**config.mk**
```make
export PLATFORM = sky130hd
export DESIGN_NAME = serial_adder_ctrl
export DESIGN_NICKNAME = d
export VERILOG_FILES = /design/src/rtl/serial_adder_pkg.sv /design/src/rtl/serial_adder_ctrl_full_adder.sv /design/src/rtl/serial_adder_ctrl.sv
export SDC_FILE = /design/constraint.sdc
export NUM_CORES = 1
export LEC_CHECK = 0
export BUFFER_PORTS_ARGS = -buffer_cell sky130_fd_sc_hd__clkbuf_2
export CAP_MARGIN = 20
export CELL_PAD_IN_SITES_DETAIL_PLACEMENT = 0
export CELL_PAD_IN_SITES_GLOBAL_PLACEMENT = 1
export CORE_UTILIZATION = 30
export CTS_CLUSTER_DIAMETER = 150
export DETAILED_ROUTE_END_ITERATION = 16
export PLACE_DENSITY_LB_ADDON = 0.25
export SLEW_MARGIN = 20
export SYNTH_ARGS = -nofsm -noshare
export SYNTH_HDL_FRONTEND = slang
export SYNTH_SLANG_ARGS = --single-unit
```
**constraint.sdc**
```tcl
create_clock -name clk -period 1.2 [get_ports clk]
set_input_delay 0.24 -clock clk [delete_from_list [all_inputs] [get_ports clk]]
set_output_delay 0.24 -clock clk [all_outputs]
set_load 0.05 [all_outputs]
```
**src/rtl/serial_adder_pkg.sv**
```systemverilog
// Shared definitions for the bit-serial adder controller.
// Holds the controller state encoding, the default operand width and
// the helper that sizes the bit counter from the operand width.
package serial_adder_pkg;

  // Controller phases: waiting for operands, stepping bits, holding a result
  typedef enum logic [1:0] {
    IDLE = 2'd0,
    RUN  = 2'd1,
    DONE = 2'd2
  } state_t;

  localparam int SA_WIDTH_DEF = 8;

  // Counter width for the default build; instances size their own via cntWidth
  localparam int SA_CNT_W_DEF = $clog2(SA_WIDTH_DEF);

  // The counter only has to reach WIDTH-1, so $clog2(WIDTH) bits suffice
  function automatic int cntWidth(input int w);
    return (w > 1) ? $clog2(w) : 1;
  endfunction

endpackage

```
**src/rtl/serial_adder_ctrl_full_adder.sv**
```systemverilog
// One-bit full-adder cell, written behaviourally.
// The serial controller reuses this single cell for every bit position.
module full_adder_behavioral (
  input  logic A,
  input  logic B,
  input  logic Cin,
  output logic Sum,
  output logic Cout
);

  // Sum is the parity of the three inputs; carry is their majority
  always_comb begin
    Sum  = A ^ B ^ Cin;
    Cout = (A & B) | (A & Cin) | (B & Cin);
  end

endmodule

```
**src/rtl/serial_adder_ctrl.sv**
```systemverilog
// Bit-serial adder controller: one full-adder cell is stepped LSB first over
// WIDTH-bit operands, one bit per clock, with the carry held in a flop.
// Operands enter through a valid/ready start handshake and the result leaves
// through a valid/ready done handshake.
// Optional build macro OVERFLOW_FLAG_EN adds the signed overflow output ovf.
module serial_adder_ctrl
  import serial_adder_pkg::*;
#(
  parameter int WIDTH = SA_WIDTH_DEF
) (
  input  logic             clk,
  input  logic             rst,
  input  logic             start_valid,
  output logic             start_ready,
  input  logic [WIDTH-1:0] a,
  input  logic [WIDTH-1:0] b,
  input  logic             cin,
  output logic [WIDTH-1:0] sum,
  output logic             cout,
  output logic             done_valid,
  input  logic             done_ready,
  output logic             busy
`ifdef OVERFLOW_FLAG_EN
  ,
  output logic             ovf
`endif
);

  localparam int CntW = cntWidth(WIDTH);
  localparam logic [CntW-1:0] LastBit = CntW'(WIDTH - 1);

  state_t           state_q;
  logic [WIDTH-1:0] aShift_q;
  logic [WIDTH-1:0] bShift_q;
  logic [WIDTH-1:0] sumShift_q;
  logic             carry_q;
  logic             cout_q;
  logic [CntW-1:0]  bitCnt_q;
`ifdef OVERFLOW_FLAG_EN
  logic             ovf_q;
`endif

  logic             cellSum;
  logic             cellCout;
  logic [WIDTH-1:0] sumShift_d;
  logic             lastBit_d;

  full_adder_behavioral u_cell (
    .A    (aShift_q[0]),
    .B    (bShift_q[0]),
    .Cin  (carry_q),
    .Sum  (cellSum),
    .Cout (cellCout)
  );

  // New sum bits enter from the MSB side so bit 0 lands in place after WIDTH steps
  always_comb begin
    sumShift_d = {cellSum, sumShift_q[WIDTH-1:1]};
    lastBit_d  = (bitCnt_q == LastBit);
  end

  // Controller FSM together with the datapath registers it sequences
  always_ff @(posedge clk or posedge rst) begin
    if (rst) begin
      state_q    <= IDLE;
      aShift_q   <= '0;
      bShift_q   <= '0;
      sumShift_q <= '0;
      carry_q    <= 1'b0;
      cout_q     <= 1'b0;
      bitCnt_q   <= '0;
`ifdef OVERFLOW_FLAG_EN
      ovf_q      <= 1'b0;
`endif
    end else begin
      case (state_q)
        IDLE: begin
          if (start_valid) begin
            aShift_q <= a;
            bShift_q <= b;
            carry_q  <= cin;
            bitCnt_q <= '0;
            state_q  <= RUN;
          end
        end
        RUN: begin
          aShift_q   <= aShift_q >> 1;
          bShift_q   <= bShift_q >> 1;
          sumShift_q <= sumShift_d;
          carry_q    <= cellCout;
          bitCnt_q   <= bitCnt_q + CntW'(1);
          if (lastBit_d) begin
            cout_q  <= cellCout;
`ifdef OVERFLOW_FLAG_EN
            ovf_q   <= carry_q ^ cellCout;
`endif
            state_q <= DONE;
          end
        end
        DONE: begin
          if (done_ready) begin
            state_q <= IDLE;
          end
        end
        default: begin
          state_q <= IDLE;
        end
      endcase
    end
  end

  // Handshake and status flags are plain decodes of the registered state
  always_comb begin
    start_ready = (state_q == IDLE);
    busy        = (state_q != IDLE);
    done_valid  = (state_q == DONE);
    sum         = sumShift_q;
    cout        = cout_q;
`ifdef OVERFLOW_FLAG_EN
    ovf         = ovf_q;
`endif
  end

endmodule
```
* Yosys cells after proc, flatten, opt, wreduce, memory -nomap -nowiden
Index checks and enable logic that the tools add are counted.
** Word-level totals
- Bits in writable memories :: 0
- Logic and storage cells :: 39
- ROM bits :: 0
- Output and inout port bits :: 12
- Input bits :: 21
- Latch bits :: 0
- Memories :: 0
- Register bits after elaboration :: 31
** Operators by class
- Add/sub/neg operators :: 1
- Multiply operators :: 0
- Reductions and logical operators :: 6
- Muxes and demuxes :: 12
- Equality and inequality tests :: 6
- Divide/modulo/power cells :: 0
- Bitwise gates (word level) :: 7
- Shifts and indexed selects :: 0
- Order comparisons :: 0
** Operators by type and width (number)
- 8-bit one-hot mux with 2 select lines :: 2
- 8-bit two-way mux :: 2
- 2-bit two-way mux :: 3
- 2-bit one-hot mux with 3 select lines :: 1
- 3-bit one-hot mux with 2 select lines :: 1
- 2-bit inequality test (second input constant) :: 2
- 2-bit AND reduction :: 2
- 2-bit nonzero test :: 2
- 3-bit by 1-bit adder with 3-bit output (second input constant) :: 1
- 1-bit bitwise AND :: 3
- 3-bit equality test (second input constant) :: 1
- 3-bit two-way mux :: 1
- 3-bit AND reduction :: 1
- 2-bit by 1-bit equality test with 1-bit output (second input constant) :: 1
- 2-bit equality test (second input constant) :: 1
- 2-bit logical NOT :: 1
- 2-bit by 1-bit inequality test with 1-bit output (second input constant) :: 1
- 1-bit bitwise OR :: 2
- 1-bit one-hot mux with 2 select lines :: 1
- 1-bit bitwise XOR :: 2
- 1-bit two-way mux :: 1

* Depth between registers and ports, before layout
- Word-level depth :: 4
- Depth in mapped cells :: 4
- Gate-level depth less buffers :: 4

* Hierarchy
From an unflattened synthesis, not the netlist that was laid out.
** Second synthesis, totals
- Cell total of the unflattened synthesis :: 131
- Area total of the unflattened synthesis :: 1587.8 µm²
** Modules (own cells, without submodules)
- serial_adder_ctrl :: seq. area each 775.7 µm², cells an instance 130, area an instance 1567.8 µm², instances 1
- full_adder_behavioral :: seq. area each 0.0 µm², cells an instance 1, area an instance 20.0 µm², instances 1

* Worst setup path before layout
OpenSTA, ideal clock, no wires.
- Kind :: reg-to-output
- Start point :: reg state_q[0]
- End point :: out busy
- Required time :: 960 ps
- Data arrival time :: 1810 ps
- Path slack :: -850 ps
- Stages on the path, launching flop included :: 4
- Path buffers :: 1
- Cells stage by stage :: dfrtp_1 buf_2 nor2_1 inv_1
** On the way
- Word-level cells in the longest chain between the ends :: 1
** RTL lines
- start: declaration :: RTL line serial_adder_ctrl.sv:32 : state_t state_q;
- start signal: assignment :: RTL line serial_adder_ctrl.sv:65 : state_q <= IDLE;
- start signal: assignment :: RTL line serial_adder_ctrl.sv:83 : state_q <= RUN;
- start signal: assignment :: RTL line serial_adder_ctrl.sv:97 : state_q <= DONE;
- 2-bit nonzero test :: RTL line serial_adder_ctrl.sv:115 : busy = (state_q != IDLE);
- end: declaration :: RTL line serial_adder_ctrl.sv:22 : output logic busy
No other way between the ends.

* Worst setup path after layout
- Start point :: reg state_q[1]
- End point :: reg aShift_q[5]
** On the way
- Word-level cells in the longest chain between the ends :: 3
- Elaborated cells between the ends (all ways) :: 6
- Those cells by class :: eq/ne: 2; mux: 1; reduce/logical: 3
** RTL lines
- 2-bit by 1-bit equality test with 1-bit output / 2-bit logical NOT (equally long branches) :: RTL line serial_adder_ctrl.sv:76 : case (state_q)
- 2-bit nonzero test (no line) / 2-bit inequality test (equally long branches)
- 2-bit AND reduction (no line)
- end signal: assignment :: RTL line serial_adder_ctrl.sv:87 : aShift_q <= aShift_q >> 1;
- end: declaration :: RTL line serial_adder_ctrl.sv:33 : logic [WIDTH-1:0] aShift_q;
Several ways; a longest one is shown, not always the timed one.
A chain may end at the register's enable or synchronous reset.

==> impl_metrics.toml <==
[status]
outcome = "finished with violations"
violations_in_the_final_reports = "negative setup slack"

[routing]
drt-initial-drc-count = 99
detail_route.drc_violations = 0
dr_vias_cell = 4.94
wire_per_inst_microns = 15.1
detailedRoute.firstPassIterationCount = 4
vias = 1225
finalWirelength_microns = 3750
final_antenna_net_count = 0

[synthesis]
synthesis.area_per_instance_sq_um = 12.5
ys_seq_area_share_pct = 51.3
yosysWarnings = 0
synth_top_area_cell = "sky130_fd_sc_hd__dfrtp_1"
synth_nets = 145
syn-instance-count = 121
synth.ff_latch_count = 31
synth.area.top_cells = "sky130_fd_sc_hd__dfrtp_1 51%, sky130_fd_sc_hd__o221a_2 6.0%, sky130_fd_sc_hd__or4b_1 5.3%, sky130_fd_sc_hd__nor3b_1 4.5%, sky130_fd_sc_hd__mux2_1 3.7%"
area_share_of_the_leading_cell_type_in_the_synthesized_netlist_pct = 51.3
netlist_area_sq_mm = 0.00151
synth.lib_cells_used.distinct = 28

[finish]
areaGrowthSynthToFinish_pct = 60.7
final-seq-area_sq_um = 777
area_of_the_multi_input_gates_sq_um = 951
layout.cell_area.non_filler_sq_mm = 0.00243
n_fill_cell = 430
post_route_cells_drive_above_1_share_pct = 67.4
layout.nets = 205
n_antenna_cell = 0
final_core_utilization_pct = 50.8

[critical_path]
cpLargestDelayFamily = "simple AND/OR/NAND/NOR gates"
path_max_fanout = 7
timing.setup.critical_path_class = "flip-flop to flip-flop"
worst-r2r-setup-slack_ns = -0.25
arrival_time_of_the_worst_setup_path_ns = 1.62
setup.worst_path.start_class = "flip-flop"
worst_ep_required_time_ns = 1.37
critical-path-slowest-cell = "sky130_fd_sc_hd__or4b_4"
r2r_startpoint = "state_q[1]$_DFFE_PP0P_"
cell_by_cell_trace_of_the_critical_path = "buf_6 > buf_6 > or4b_4 > o221a_4"
cp_buf_inv_count = 2
worst_path_most_repeated_cell = "sky130_fd_sc_hd__buf_6"
max_stage_delay_ns = 0.51
reg2regPathDepth = 4
worst_r2r_endpoint = "aShift_q[5]$_DFFE_PP0P_"
cp-end-kind = "flip-flop"

[pwr]
power_density_mw_per_mm2 = 2780
ir_drop_v = 0.00145
power.leakage_nw = 1.12

[placement]
gp_congestion = 0.706
detailed_place_hpwl_microns = 2280
portBuffers = 32
dpl-instance-area_sq_mm = 0.00187

[sta]
tightest_slew_ns = 0.404
slew_headroom_pct = 73.1
worst_clock_skew_ns = 0.00461
final_min_period_over_clock_period_pct = 121
slew_viol_final = 0
max_clock_freq_mhz = 688
setup-tns-final_ns = -5.56
grt_setup_unrepaired = "true"
finalWorstSetupSlack_ns = -0.253
timing.final.setup_violations = 31
hold_violations = 0
fin_crit_period_ns = 1.45

[cts]
clock_tree.htree_level_count = 2
clock_sink_count = 31
clk-insertion-delay-late_ns = 0.28
cts_tree = "done"
clk_transition_reported_paths_ns = 0.06
clock_path_buffers = 2
postCtsHoldBufs = 0
cts_buf_count = 5
clock-root-buffer = "sky130_fd_sc_hd__clkbuf_8"

[floorplanning]
die_height_microns = 73.0
coreArea_sq_mm = 0.00479
top_level_ports = 33
fp.dieW_microns = 73.0
die_area_sq_mm = 0.00533
initial_utilization_pct = 31.6
standard_cell_rows = 25

[global_routing]
antenna_found_initial = 0
grt_pass1_vias = 1245
grt_max_degree = 32
grt_overflow = 0
global_route.usage.total_pct = 15.6
grt_first_pass_wirelength_microns = 6290

[hold_path]
holdCritPathClass = "input port to async pin"

[job]
max_cap_viol_count = 0
-- cell usage after synthesis --
cell / instances
sky130_fd_sc_hd__clkbuf_1: 2
sky130_fd_sc_hd__nor4bb_1: 2
sky130_fd_sc_hd__nor2_1: 1
sky130_fd_sc_hd__buf_2: 7
sky130_fd_sc_hd__fa_1: 1
sky130_fd_sc_hd__nor2b_1: 3
sky130_fd_sc_hd__nor3b_1: 9
sky130_fd_sc_hd__o221a_2: 8
sky130_fd_sc_hd__a211o_1: 2
sky130_fd_sc_hd__o21ba_2: 1
sky130_fd_sc_hd__nand2b_1: 4
sky130_fd_sc_hd__or4b_1: 8
sky130_fd_sc_hd__nor4b_1: 5
sky130_fd_sc_hd__mux2_1: 5
sky130_fd_sc_hd__o21ai_0: 1
sky130_fd_sc_hd__mux2i_1: 1
sky130_fd_sc_hd__a221oi_1: 2
sky130_fd_sc_hd__ha_1: 2
sky130_fd_sc_hd__a211oi_1: 5
sky130_fd_sc_hd__a21oi_1: 1
sky130_fd_sc_hd__dfrtp_1: 31
sky130_fd_sc_hd__inv_1: 10
sky130_fd_sc_hd__buf_6: 1
sky130_fd_sc_hd__buf_1: 1
sky130_fd_sc_hd__o21bai_4: 1
sky130_fd_sc_hd__a22o_1: 2
sky130_fd_sc_hd__mux2_2: 4
sky130_fd_sc_hd__nand3b_1: 1
-- final cells by class --
cell class | count | area share, %
inverter | 10 | 1.70
sequential | 31 | 32.0
clock buffer | 6 | 3.40
timing repair buffer | 61 | 20.2
tap | 67 | 3.45
multi-input combinational | 72 | 39.1
clock inverter | 1 | 0.206
-- stage by stage --
stage	std cells	setup slack [ns]	total power [W]	hold WS, ns
4_1_cts	245	-0.250	0.00650	0.0329
3_5_place_dp	228	-0.178	0.00473	0.331
6_report	248	-0.253	0.00676	0.0199
5_1_grt	248	-0.272	0.00717	0.0781
3_3_place_gp	228	-0.140	0.00462	0.325
2_1_floorplan	121	-0.225	0.00395	0.344
-- power breakdown --
group	internal (W)	switching (W)
logic	0.00207	0.00192
registers	0.00156	0.000390
clock network	0.000449	0.000374
total	0.00408	0.00268
-- placed cells by master (no fill, tap or decap), types with 2 or more instances in the layout --
cell                       instances
sky130_fd_sc_hd__mux2_4            9
sky130_fd_sc_hd__clkbuf_2         22
sky130_fd_sc_hd__o221a_4           4
sky130_fd_sc_hd__clkbuf_8          7
sky130_fd_sc_hd__nor4b_4           2
sky130_fd_sc_hd__buf_2             4
sky130_fd_sc_hd__a211o_1           2
sky130_fd_sc_hd__nor2b_1           2
sky130_fd_sc_hd__buf_4            14
sky130_fd_sc_hd__a221oi_2          2
sky130_fd_sc_hd__clkbuf_4          3
sky130_fd_sc_hd__nor3b_1           3
sky130_fd_sc_hd__o221a_2           4
sky130_fd_sc_hd__a22o_1            2
sky130_fd_sc_hd__nand2b_4          3
sky130_fd_sc_hd__nor3b_2           5
sky130_fd_sc_hd__nor4bb_1          2
sky130_fd_sc_hd__nand2b_1          2
sky130_fd_sc_hd__o21bai_4          2
sky130_fd_sc_hd__inv_1             8
sky130_fd_sc_hd__a211oi_2          5
sky130_fd_sc_hd__o21ba_4           2
sky130_fd_sc_hd__nor4b_2           3
sky130_fd_sc_hd__buf_8             3
sky130_fd_sc_hd__or4b_4            4
sky130_fd_sc_hd__buf_6            13
sky130_fd_sc_hd__or4b_1            4
sky130_fd_sc_hd__dfrtp_1          30
-- how the worst max path moves through the flow --
stage,from,to,depth (start not counted),slack (ns)
after global routing,state_q[1]$_DFFE_PP0P_,busy,4,-0.27
after detailed placement,state_q[0]$_DFFE_PP0P_,aShift_q[1]$_DFFE_PP0P_,4,-0.18
final,state_q[1]$_DFFE_PP0P_,aShift_q[5]$_DFFE_PP0P_,4,-0.25
after floorplan,state_q[1]$_DFFE_PP0P_,busy,3,-0.22
after CTS,state_q[1]$_DFFE_PP0P_,done_valid,4,-0.25
after global placement,state_q[0]$_DFFE_PP0P_,bShift_q[6]$_DFFE_PP0P_,4,-0.14
-- registers in the layout, summed over array words and instances (netlist names) --
register  flops
aShift_q      8
bitCnt_q      3
cout          1
state_q       2
sum           8
bShift_q      8
carry_q       1
-- worst register-to-register path, cell delays in order, from the launching register on --
cell and delay (ns):
sky130_fd_sc_hd__dfrtp_2 0.44, sky130_fd_sc_hd__buf_6 0.14, sky130_fd_sc_hd__buf_6 0.13, sky130_fd_sc_hd__or4b_4 0.51, sky130_fd_sc_hd__o221a_4 0.13
-- routing by layer --
metal	global-route usage, %	share of wire, %	up-vias
met5	0	0	-
met4	5.23	1.3	0
met3	3.59	4.0	7
met2	25.8	49	33
met1	20.1	46	607
li1	-	-	578
-- cell families (layout without fill, tap and decap cells) --
group | after synthesis | count (layout) | share of synthesized area, %
compound gates | 23 | 25 | 14.5
fa+ha+maj | 3 | 3 | 2.98
buf+inv | 21 | 78 | 6.29
flops | 31 | 31 | 51.3
mux | 10 | 10 | 7.36
simple gates | 33 | 34 | 17.6
-- repair_timing --
item,4_1_cts,5_1_grt
pin swaps,19,6
gates resized for setup,57,29
cloned,4,1
setup endpoints to repair,30,39
buffers inserted,6,3
No activity file was read; power rests on OpenSTA's default activity.
